File: config.mk
export PLATFORM = sky130hd
export DESIGN_NAME = writeback_stage
export DESIGN_NICKNAME = d
export VERILOG_FILES = /design/src/rtl/writeback_stage.sv
export SDC_FILE = /design/constraint.sdc
export NUM_CORES = 1
export LEC_CHECK = 0
export CAP_MARGIN = 20
export CORE_ASPECT_RATIO = 1.5
export CORE_MARGIN = 1
export CORE_UTILIZATION = 48
export CTS_CLUSTER_SIZE = 10
export DETAILED_ROUTE_END_ITERATION = 6
export GPL_TIMING_DRIVEN = 0
export PLACE_DENSITY = 0.85
export SYNTH_ARGS = -nofsm -noshare
export SYNTH_HDL_FRONTEND = slang
export SYNTH_SLANG_ARGS = --single-unit
File: constraint.sdc
create_clock -name clk -period 1.8 [get_ports clk]
set_input_delay 0.27 -clock clk [delete_from_list [all_inputs] [get_ports clk]]
set_output_delay 0.27 -clock clk [all_outputs]
set_load 0.005 [all_outputs]
File: src/rtl/writeback_stage.sv
// rtl/writeback_stage.sv - writeback stage: holds one instruction, waits for load data, commits to the register file
module writeback_stage #(
    parameter int MEM_TIMEOUT = 16,
    parameter int XP_INDEX    = 30
) (
    input  logic        clk,
    input  logic        rst_n,
    input  logic        in_valid,
    output logic        in_ready,
    input  logic [4:0]  in_rc,
    input  logic        in_werf,
    input  logic [1:0]  in_wdsel,
    input  logic        in_xp,
    input  logic [31:0] in_alu,
    input  logic [31:0] in_pc4,
    input  logic        mem_rd_valid,
    input  logic [31:0] mem_rd_data,
    output logic [4:0]  Rc,
    output logic        WERF,
    output logic [31:0] WD,
    output logic        WASEL,
    output logic [4:0]  XPReg,
    output logic        byp_valid,
    output logic [4:0]  byp_rc,
    output logic [31:0] byp_data,
    output logic        err_timeout,
    output logic [31:0] instret
);

    localparam int CW = $clog2(MEM_TIMEOUT + 1);

    typedef enum logic [1:0] {
        S_IDLE     = 2'd0,
        S_WAIT_MEM = 2'd1,
        S_COMMIT   = 2'd2
    } state_t;

    typedef struct packed {
        logic        xp;
        logic        werf;
        logic [1:0]  wdsel;
        logic [4:0]  rc;
        logic [31:0] alu;
        logic [31:0] pc4;
    } hold_t;

    state_t        r_state;
    state_t        w_next;
    logic [CW-1:0] r_cnt;
    hold_t         r_hold;

    logic w_accept;
    logic w_acc_load;
    logic w_mem_hit;
    logic w_timeout;
    logic w_commit_next;

    // Traps always write PC+4 to the exception register; R31 is hardwired zero.
    function automatic logic f_werf(input logic xp, input logic werf, input logic [4:0] rc);
        return xp | (werf & (rc != 5'd31));
    endfunction

    function automatic logic [31:0] f_wd(input logic xp, input logic [1:0] sel,
                                         input logic [31:0] pc4, input logic [31:0] alu,
                                         input logic [31:0] mem);
        if (xp)
            return pc4;
        case (sel)
            2'd0:    return pc4;
            2'd2:    return mem;
            default: return alu;
        endcase
    endfunction

    assign in_ready      = (r_state != S_WAIT_MEM);
    assign w_accept      = in_valid & in_ready;
    assign w_acc_load    = ~in_xp & (in_wdsel == 2'd2);
    assign w_mem_hit     = (r_state == S_WAIT_MEM) & mem_rd_valid;
    // Data arriving on the last allowed cycle wins over the timeout.
    assign w_timeout     = (r_state == S_WAIT_MEM) & ~mem_rd_valid & (r_cnt == CW'(MEM_TIMEOUT - 1));
    assign w_commit_next = (w_accept & ~w_acc_load) | w_mem_hit;

    always_comb begin
        w_next = r_state;
        case (r_state)
            S_IDLE, S_COMMIT: begin
                if (w_accept)
                    w_next = w_acc_load ? S_WAIT_MEM : S_COMMIT;
                else
                    w_next = S_IDLE;
            end
            S_WAIT_MEM: begin
                if (mem_rd_valid)
                    w_next = S_COMMIT;
                else if (w_timeout)
                    w_next = S_IDLE;
            end
            default: w_next = S_IDLE;
        endcase
    end

    always_ff @(posedge clk) begin
        if (!rst_n) begin
            r_state     <= S_IDLE;
            r_cnt       <= '0;
            r_hold      <= '0;
            WERF        <= 1'b0;
            WASEL       <= 1'b0;
            Rc          <= 5'd0;
            WD          <= 32'd0;
            err_timeout <= 1'b0;
            instret     <= 32'd0;
        end else begin
            r_state <= w_next;
            r_cnt   <= (r_state == S_WAIT_MEM && w_next == S_WAIT_MEM) ? r_cnt + CW'(1) : '0;

            if (w_accept)
                r_hold <= {in_xp, in_werf, in_wdsel, in_rc, in_alu, in_pc4};

            // Write port is loaded on the edge entering COMMIT, so it is stable for the whole cycle.
            WERF <= 1'b0;
            if (w_accept && !w_acc_load) begin
                WERF  <= f_werf(in_xp, in_werf, in_rc);
                WASEL <= in_xp;
                Rc    <= in_rc;
                WD    <= f_wd(in_xp, in_wdsel, in_pc4, in_alu, 32'd0);
            end else if (w_mem_hit) begin
                WERF  <= f_werf(r_hold.xp, r_hold.werf, r_hold.rc);
                WASEL <= r_hold.xp;
                Rc    <= r_hold.rc;
                WD    <= f_wd(r_hold.xp, r_hold.wdsel, r_hold.pc4, r_hold.alu, mem_rd_data);
            end

            if (w_commit_next)
                instret <= instret + 32'd1;
            if (w_timeout)
                err_timeout <= 1'b1;
        end
    end

    assign XPReg     = 5'(XP_INDEX);
    assign byp_valid = WERF;
    assign byp_rc    = WASEL ? XPReg : Rc;
    assign byp_data  = WD;

endmodule

# Word level (Yosys, flattened, before mapping)
# Index checks and enable logic that the tools add are counted.
[totals]
reg_bits = 152
inputBits = 109
[op_classes]
addsub = 2
n_eq_ne = 9
mux = 27
bitwise_logic = 14
n_reduce_logical = 9
[ops]
columns = ["cell", "count"]
rows = [
  ["$mux 32", 6],
  ["$pmux 32 s2", 2],
  ["$add 32x1->32 const B", 1],
  ["$mux 5", 3],
  ["$mux 1", 11],
  ["$ne 5x5->1 const B", 2],
  ["$and 1x1->1", 8],
  ["$mux 2", 4],
  ["$eq 2x2->1 const B", 3],
  ["$logic_not 2->1", 3],
  ["$add 5x1->5 const B", 1],
  ["$eq 5x4->1 const B", 1],
  ["$eq 2x1->1 const B", 2],
  ["$pmux 2 s2", 1],
  ["$not 1->1", 3],
  ["$or 1x1->1", 3],
  ["$logic_and 1x1->1", 2],
  ["$ne 2x1->1 const B", 1],
  ["$reduce_and 2->1", 1],
  ["$reduce_bool 2->1", 1],
  ["$reduce_or 2->1", 1],
  ["$logic_not 1->1", 1],
]

# Depth between registers and ports, before layout
[depth]
ltp_word = 9
depth_mapped = 7
depth_no_buf = 6

# Worst setup path after synthesis
# Ideal clock, no wire load.
[synth_timing]
path_kind = "reg-to-reg"
start = "reg instret[0]"
end = "reg instret[26]"
setup_time_ns = 0.070
arrival_ns = 1.589
required_ns = 1.730
path_slack_ns = 0.141
path_stages_with_launch = 7
n_path_buf = 1
synth_period_minus_slack_ns = 1.659
cell_sequence = "dfxtp_1 > ha_1 > nand2_1 > nand4b_1 > buf_2 > or4_1 > a21oi_1"
[synth_via]
elab_chain_cells = 1
[synth_rtl]
columns = ["element", "line_no", "rtl"]
rows = [
  ["start: declaration", "27", "output logic [31:0] instret"],
  ["start signal: assignment", "135", "instret <= instret + 32'd1;"],
  ["$add 32x1->32", "135", ""],
]
# No other way between the ends.
# A chain may end at the register's enable or synchronous reset.

# Worst setup path in the final report
[layout_timing]
start = "reg instret[17]"
end = "reg instret[26]"
# The elaborated chain is that of the path after synthesis.

==> flow_summary.ini <==
[timing]
fin_ws_ns = -0.0642
fin_worst_skew_ns = 0.00840
drv_slew = 0
hold_viol = 0
fmax_ghz = 0.536
setup_viol = 4
layout_worst_path_cycle_share_pct = 104
grt_setup_unrepaired = true
max_slew.worst_pin.slew_ns = 0.910
fin_crit_ns = 1.86
maxSlewHeadroom_pct = 39.4

[logic_synthesis]
edff_count_synth = 0
dominantRegCellSynth = sky130_fd_sc_hd__dfxtp_1
synth-seq-cells = 152
synth_top_cell_by_area = sky130_fd_sc_hd__dfxtp_1
netlist_area_um2 = 7770
most_area_consuming_cells_after_synthesis = sky130_fd_sc_hd__dfxtp_1 (39%), sky130_fd_sc_hd__nand2_1 (11%), sky130_fd_sc_hd__a21oi_1 (8.9%)
syn_inst = 989
synth.yosys.seq_area_share_pct = 39.1
postSynthAreaPerCell_um2 = 7.86
synthTopCellsByCount = sky130_fd_sc_hd__nand2_1 (231), sky130_fd_sc_hd__dfxtp_1 (152), sky130_fd_sc_hd__a21oi_1 (139)
ys_async_sr_fraction_pct = 0
netlist.area_leader.share_pct = 39.1
synth.distinct_cells = 49
ys.warnings.count = 0
synthMostInstantiatedCell = sky130_fd_sc_hd__nand2_1

[global_routing]
grt_first_pass_wirelength_um = 39900
grtUsageTotal_pct = 30.3
antenna_violations_before_repair = 0
first_global_vias = 8198
grt_start_max_net_pins = 17
gr-total-overflow = 0

[setup_path]
path_buf_inv = 1
slowest_stage = sky130_fd_sc_hd__or4_1
worstPathCellList = and4_1 > clkbuf_2 > nand4_1 > or4_1 > a21oi_1
crit_path_max_incr_delay_ns = 0.54
critical_path.reg2reg.startpoint = instret[17]
top_cell_family_by_delay_on_the_critical_path = simple AND/OR/NAND/NOR gates
timing.setup.critical_path_class = flop to flop
critPathLaunchType = flop
critical_path_required_ns = 2.14
reg2reg_depth = 5
worst_path_fanout_max = 8
crit_path_end_kind = flop
arrival_ns = 2.20
reg2reg_to = instret[26]
regToRegSetupSlack_ns = -0.06

[routing]
routed-via-count = 8510
drt_wl_total_um = 25900
ant_nets = 0
route.detailed.wl_per_inst_um = 17.9
first_pass_iters = 6
drt_iter0_markers = 556
route.detailed.drc = 0
routed_via_density = 5.86

[floorplan]
fp.dieW_um = 106
die-area_um2 = 16700
die_height_um = 158
row_count = 56
pin_count = 225
floorplan.core_area_um2 = 15800
initial_core_util_pct = 49.3

[cts]
clk_path_buf_depth = 2
clkLatencyLatePin_ns = 0.43
ctsRootBufferMaster = sky130_fd_sc_hd__clkbuf_16
clkSlewWorstSetupHoldPaths_ns = 0.06
tritoncts.num_buffers = 17
cts.sinks = 152
cts-htree-levels = 4
cts.hold.buffers_added = 0
tritoncts_clock_tree = done

[hold_path]
worst_hold_startpoint = in_wdsel[0]
hold_depth = 3
worstHoldEndpoint = r_hold[69]
min-delay-path-class = input pin to flop

[placement]
place_ws_ns = -0.499
io_buffers = 219
place.detailed.hpwl_um = 18900
place.gp.congestion = 0.914

[layout]
n_fill_cell = 1228
final_core_utilization_pct = 70.2
areaGrowthSynthToFinish_pct = 42.3
drive_gt1_share_pct = 15.6
num-nets-final = 1348

[pwr]
net_switching_share_of_the_total_power_pct = 26.9
share_comb_of_total_power_pct = 16.9
seqPwrFrac_pct = 41.7
p_clk_share_pct = 41.3
p_int_uw = 6380
irDropWorstVdd_v = 0.000551
total_switching_power_uw = 2350
pwr_density_cell_nw_per_um2 = 789
power.leakage_uw = 0.00406

[status]
violated_checks = negative setup slack
outcome = finished, violations left

[flow_run]
maximum_capacitance_violations = 0
[placed cells by master (no fill, tap or decap), drive strengths merged, types with 4 or more instances in the layout]
cell type	synthesis	layout
nand2	231	231
clkdlybuf4s50	0	211
a21oi	164	164
dfxtp	152	152
buf	66	74
clkbuf	55	70
nor2	37	37
nand3b	28	28
a22o	27	27
a21o	27	27
a211o	27	27
o31ai	18	18
or4	17	17
nand3	14	14
o21ai	14	14
inv	5	12
or3	11	11
nand4	11	11
and4	9	9
and3	9	9
nand2b	8	8
a22oi	8	8
mux2i	7	7
nor4	6	6
dlygate4sd2	0	6
a221o	5	5
conb	2	5
or2	4	4
[stage by stage]
step	area, um^2	power, uW	hold slack, ns	std cells	setup TNS (ns)
after CTS	10900	8700	0.279	1449	0
after global placement	10200	5120	0.432	1414	-54.31
after floorplan	7790	4400	0.406	992	0
after global routing	11100	8990	0.193	1452	-0.665
after detailed placement	10200	5150	0.445	1414	-56.95
final	11100	8730	0.190	1453	-0.0829
[area by class of cell]
cell class / instances / area (um^2) / area share [%]
Multi-Input combinational cell: 714 / 4130 / 37.4
Sequential cell: 152 / 3070 / 27.8
Timing Repair Buffer: 229 / 2260 / 20.4
Buffer: 117 / 732 / 6.62
Clock buffer: 17 / 425 / 3.85
Tap cell: 203 / 254 / 2.30
Clock inverter: 15 / 165 / 1.49
Inverter: 5 / 18.8 / 0.170
Antenna cell: 1 / 2.50 / 0.0226
[per-layer routing]
| layer | vias to the layer above | share of wire, % | track usage, % |
|---|---|---|---|
| met4 | 0 | 5.0 | 16.9 |
| met2 | 457 | 51 | 55.8 |
| met5 | - | 0 | 0 |
| met3 | 98 | 7.3 | 5.43 |
| li1 | 3938 | - | - |
| met1 | 4017 | 37 | 32.4 |
[power groups by stage]
stage / sequential (uW) / clock [uW] / combinational [uW]
2_1_floorplan: 3680 / 0 / 717
3_3_place_gp: 3700 / 0 / 1420
3_5_place_dp: 3710 / 0 / 1440
4_1_cts: 3640 / 3610 / 1450
5_1_grt: 3660 / 3750 / 1580
6_report: 3650 / 3610 / 1480
[worst reg2reg max path: cells and delay by family (launching register included)]
kind | cells | cell delay, ns
flip-flops | 1 | 0.42
AND/OR/NAND/NOR | 3 | 0.93
buffers and inverters | 1 | 0.21
AO/OA/AOI/OAI | 1 | 0.23
[kinds of logic (layout without fill, tap and decap cells)]
family / count (synthesis) / after routing / share of synthesized area [%]
muxes: 7 / 7 / 0.901
xor gates and xnor gates: 3 / 3 / 0.338
buffers and inverters: 126 / 383 / 9.17
other: 2 / 6 / 0.0966
and+or+nand+nor: 397 / 397 / 24.3
DFF: 152 / 152 / 39.1
AOI/OAI and AO/OA: 299 / 299 / 25.5
adders and majority gates: 3 / 3 / 0.483
[sequential cells by signal, summed over array words and instances (netlist names)]
register,cells
r_hold,73
WD,32
instret,32
Rc,5
r_cnt,5
r_state,2
WASEL,1
WERF,1
err_timeout,1
[how the worst max path moves through the flow]
stage	startpoint	slack, ns	cells past startpoint	to
after detailed placement	in_xp	-0.50	7	WD[14]
after CTS	r_state[0]	0.0002	6	r_hold[71]
after global placement	rst_n	-0.49	5	Rc[0]
final	instret[17]	-0.06	5	instret[26]
after global routing	instret[17]	-0.15	5	instret[26]
after floorplan	instret[0]	0.14	6	instret[26]
[repair_timing]
| action | 4_1_cts | 5_1_grt |
|---|---|---|
| endpoints found under the hold margin | 0 | 0 |
| buffers inserted | 3 | 5 |
| gates cloned | 0 | 2 |
| pin swaps | 1 | 11 |
| gates resized for setup | 32 | 60 |
| endpoints found under the setup margin | 66 | 129 |
(Power assumes the default switching activity.)
==> edit 1, RTL diff (config.mk and constraints unchanged) <==
Make the reset (`rst_n`) asynchronous in one clocked block.
--- a/src/rtl/writeback_stage.sv
+++ b/src/rtl/writeback_stage.sv
@@ -99,7 +99,7 @@
         endcase
     end
 
-    always_ff @(posedge clk) begin
+    always_ff @(posedge clk or negedge rst_n) begin
         if (!rst_n) begin
             r_state     <= S_IDLE;
             r_cnt       <= '0;
Behaviour: differs if rst_n is asserted again (counterexample within 4 cycles, from zero or initial values and one cycle with rst_n low); with rst_n held inactive, the same outputs for 10 cycles.
==> edit 1 against the unedited design <==
- sequential cell count unchanged
- area after synthesis decreased by 1.4%
- non-clock buffer count decreased by 34
- final area decreased by 1.5%
- clock power decreased by 5%
- power increased by 14%
- worst setup slack improved by 0.13 ns
- core utilization decreased by 0.47 points
- wire length decreased by 14%
- first-iteration DRC count decreased by 48%
- largest cell class is now sequential cells
- largest power group unchanged
- highest routed layer unchanged
==> edit 1: results (changes against the unedited design) <==
Setup path
On the critical path, the stage with the largest delay is an instance of dfrtp_1. The signal arrival time at the worst endpoint is 2.04 ns (-0.16 ns). The maximum fanout along the worst path was 10 (+2). The worst stage delay on the critical path is 0.38 ns (-0.16 ns). The cell type group with the largest total delay on the critical path is compound AO/OA/AOI/OAI gates.

Drt
The post-detailed-route wirelength per cell is 19.1 um (+7.0%). The violation count after the first detailed-route iteration is 290 (-48%). The number of vias after detailed routing is 6656 (-22%). The detailed-routing iteration count for the pre-antenna-repair pass came to 5 (-1).

Pwr
The maximum resistive drop on vdd is 757 uV (+37%). The leakage power figure was 4.71 nW (+16%).

Clock tree
The clock latency at the later pin of the worst-skew pair is 0.42 ns. The cell sitting at the root of the clock tree is a clkbuf_16. The TritonCTS buffer count is 17 (unchanged).

The clock edge transition at the registers on the reported setup and hold paths is 0.07 ns. The maximum count of clock buffers along a single path is 2 (unchanged). The H-tree level count is 4 (unchanged).

GRT
The largest net degree at the start of global routing is 80 (+63). The wire length of the first global-routing pass is 35.9 mm (-10%). The via count of the first global-routing pass is 7064 (-14%).

The global routing usage summed across all routing layers is 0.279 (-0.0239). The initial antenna violation count was 0 (unchanged).

Cells and area
The share of post-route cells with drive strength above 1 is 0.249 (+0.0934). The number of inserted filler cells in the final layout was 1156 (-5.9%). The final net count is 1066 (-21%). In the final layout, the registers with the most flip-flops are r_hold (73), WD (32), instret (32).

Run status
The run finished with clean final reports.

Placement
The HPWL after detailed placement is 15.9 mm (-16%). The routability congestion estimate was 0.843 (-7.8%). The placement-stage worst setup slack is -0.649 ns (-0.150 ns). The count of buffers from port buffering came to 219 (unchanged).

Synthesis
The number of distinct library cells after synthesis is 49 (unchanged). The synthesis warning total is 0 (unchanged). The commonest cells after synthesis are dfrtp_1 (152), mux2_2 (72), a22oi_1 (64), nor2_1 (49), buf_4 (39). Yosys attributes the largest share of cell area to dfrtp_1 (50%), mux2_2 (11%), a22oi_1 (6.3%). The sequential-to-total area share from yosys stat is 0.496 (+0.105). The top flip-flop cell by instance count after synthesis is dfrtp_1. The async set-or-reset flop fraction in the synthesized netlist came to 1.00 (+1.00).

Timing
The slew at the pin closest to its max-slew limit is 0.755 ns (-0.155 ns). The worst setup skew after layout was 0.0126 ns (+0.00423 ns).

Hold path
In this run the worst hold path is classified as input port to flop.
## edit 1: worst paths after layout
check	cells past startpoint	to	slack [ns]	from
setup / recovery	6	WD[7]	0.07	r_state[1]
hold / removal	2	r_hold[72]	0.31	in_xp
setup reg to reg	6	WD[7]	0.07	r_state[1]
hold reg to reg	1	r_cnt[0]	0.46	r_cnt[0]
max in group asynchronous	3	instret[7]	0.49	rst_n
min in group asynchronous	2	r_hold[56]	0.46	rst_n
## edit 1: logic make-up (layout without fill, tap and decap cells)
group                      Yosys count  in the layout  synth area share
xor gates and xnor gates            33             33            0.0377
and+or+nand+nor                    179            179             0.132
DFF                                152            152             0.496
muxes                               72             72             0.106
buffers and inverters               92            346            0.0677
adders and majority gates            3              3           0.00489
other                                2              6          0.000979
AOI/OAI and AO/OA                  176            176             0.155
## edit 1: area by class of cell
cell class              count  area [sq um]  share of cell area
repair buffers            226          2260               0.207
well taps                 203           254              0.0233
diodes                      1          2.50            0.000230
multi-input cells         468          3410               0.313
flip-flops and latches    152          3810               0.350
clock inverters            12           118              0.0108
plain buffers              86           584              0.0536
inverters                   3          11.3             0.00103
clock buffers              19           443              0.0407
## edit 1: metrics by stage
step | instance area (sq um) | std cells | util | power [W]
6_report | 10900 | 1170 | 0.697 | 0.00998
5_1_grt | 10900 | 1169 | 0.697 | 0.0104
4_1_cts | 10800 | 1170 | 0.692 | 0.0100
2_1_floorplan | 7680 | 712 | - | 0.00522
3_5_place_dp | 10200 | 1135 | 0.650 | 0.00654
3_3_place_gp | 10100 | 1134 | 0.648 | 0.00646
## edit 1: power by group
group	switching, W	internal, W
Clock	0.00149	0.00195
Combinational	0.000911	0.00146
Sequential	0.000360	0.00382
## edit 1: per-layer routing
metal | part of all wire | track usage | vias to the layer above
met5 | 0 | 0 | -
met1 | 0.37 | 0.309 | 3352
li1 | - | - | 3002
met4 | 0.037 | 0.149 | 0
met3 | 0.046 | 0.0541 | 57
met2 | 0.54 | 0.502 | 245
## edit 1: timing repair
| action | CTS | global route |
|---|---|---|
| pin swaps | 1 | 2 |
| endpoints found under the hold margin | 78 | 0 |
| setup endpoints to repair | 140 | 133 |
| setup buffers | 4 | 1 |
| hold buffers | 1 | 0 |
| resized for setup | 30 | 52 |
==> edit 2, RTL diff (same flow settings) <==
Made on the original files. Change the parameter `MEM_TIMEOUT` from 16 to 8.
--- a/src/rtl/writeback_stage.sv
+++ b/src/rtl/writeback_stage.sv
@@ -1,6 +1,6 @@
 // rtl/writeback_stage.sv - writeback stage: holds one instruction, waits for load data, commits to the register file
 module writeback_stage #(
-    parameter int MEM_TIMEOUT = 16,
+    parameter int MEM_TIMEOUT = 8,
     parameter int XP_INDEX    = 30
 ) (
     input  logic        clk,
Formal check against the unedited RTL: no difference found for any inputs over 4 cycles, from zero or initial values and one cycle with rst_n low; that may be too few to reach the edited logic, so the function may still have changed.
==> edit 2 against the unedited design <==
- maximum frequency up 5.2%
- sequential cell count down 1
- worst setup slack better by 0.092 ns
- count of clock-buffer cells in the layout up 4
- final area up 0.18%
- area after synthesis down 0.11%
- wire length up 1.7%
- power up 0.86%
==> edit 2: results (changes against the unedited design) <==
Floorplan
The area of the die is 0.0167 sq mm (-0.11%).

Pwr
The leakage power figure is 4.14 nW (+1.8%). The post-layout total power is 0.00881 W (+0.86%). The part of the total power dissipated in sequential elements is 0.411 (-0.006). The switching fraction of total power came to 0.262 (-0.00740).

Synthesis
Yosys attributes the largest share of cell area to dfxtp_1 (39%), nand2_1 (11%), a21oi_1 (8.5%). Counting instances in the post-synthesis netlist gives the leading cell types as nand2_1 (235), dfxtp_1 (151), a21oi_1 (132), clkbuf_1 (59). The number of distinct library cells after synthesis was 55 (+12%).

Run status
The flow ran to the end, and the final reports show no timing, DRC or antenna violations.

Timing
The final worst hold slack is 0.255 ns (+0.0648 ns). The slew at the pin closest to its max-slew limit is 0.832 ns (-0.0776 ns). The worst setup skew after layout came to 0.00990 ns (+0.00151 ns).

Placement
The routability congestion estimate is 0.845 (-7.5%). The placed cell count is 1411 (-0.21%). The HPWL after detailed placement is 18.8 mm (-0.87%).

Clock tree
The post-CTS setup buffer count is 7 (+4).

Setup path
The worst reg-to-reg path cell count was 7 (+2). In this run the critical register-to-register path is launched from r_state[1]. In this run the critical register-to-register path is captured at instret[21].

Drt
The detailed-route vias per instance came to 5.77 (-1.5%). The number of vias after detailed routing was 8352 (-1.9%).

Cells and area
The number of clock buffer instances in the layout is 21 (+4). The multi-input combinational gate total is 712 (-0.28%). The number of inserted filler cells in the final layout is 1245 (+1.4%). The diode insertion count for antenna repair is 0 (-1).

The share of post-route cells with drive strength above 1 is 0.153 (-0.00271). The fraction of area in registers came to 0.275 (-0.00219). The non-clock inverter total of the final layout is 4 (-1).

Hold path
The source of the worst hold timing path is mem_rd_valid. The instance count along the most critical hold path is 4 (+1).
## edit 2: changes by cell type after synthesis, sizes merged, moves of 2 or more
cell    before  now
buf         66   64
nand2b       8   11
and2         3    5
clkbuf      55   59
nand3       14   10
o31ai       18   15
nor2        37   40
and3         9    4
mux2i        7    9
nor4         6    9
a21oi      164  159
nand2      231  235
or4         17   14
## edit 2: cell families after synthesis
| group | count (synthesis) | synth area share |
|---|---|---|
| buffers and inverters | 127 | 0.0901 |
| and+or+nand+nor | 399 | 0.244 |
| muxes | 9 | 0.0116 |
| AOI/OAI and AO/OA | 293 | 0.256 |
| xor gates and xnor gates | 4 | 0.00451 |
| other | 2 | 0.000967 |
| DFF | 151 | 0.389 |
| adders and majority gates | 2 | 0.00322 |
## edit 2: worst max-delay path by stage
stage	endpoint	start	cells after the start	slack, ns
after detailed placement	instret[24]	in_xp	8	-0.58
final	instret[21]	r_state[1]	7	0.03
after CTS	instret[24]	instret[11]	6	0.005
after floorplan	WD[13]	in_xp	6	0.13
after global placement	instret[2]	in_xp	8	-0.57
after global routing	instret[13]	r_state[0]	7	-0.07
## edit 2: routing by layer
metal / wire [um] / up-vias / part of all wire / track usage
li1: - / 3917 / - / -
met1: 9520 / 3920 / 0.36 / 0.329
met2: 13900 / 429 / 0.53 / 0.564
met3: 1880 / 86 / 0.071 / 0.0469
met4: 1140 / 0 / 0.043 / 0.177
met5: 0 / - / 0 / 0
## edit 2: metrics by stage
| stage | setup TNS (ns) | setup slack (ns) |
|---|---|---|
| floorplan | 0 | 0.129 |
| global placement | -36.62 | -0.570 |
| detailed placement | -41.16 | -0.583 |
| CTS | 0 | 0.00496 |
| global route | -0.185 | -0.0662 |
| finish | 0 | 0.0276 |
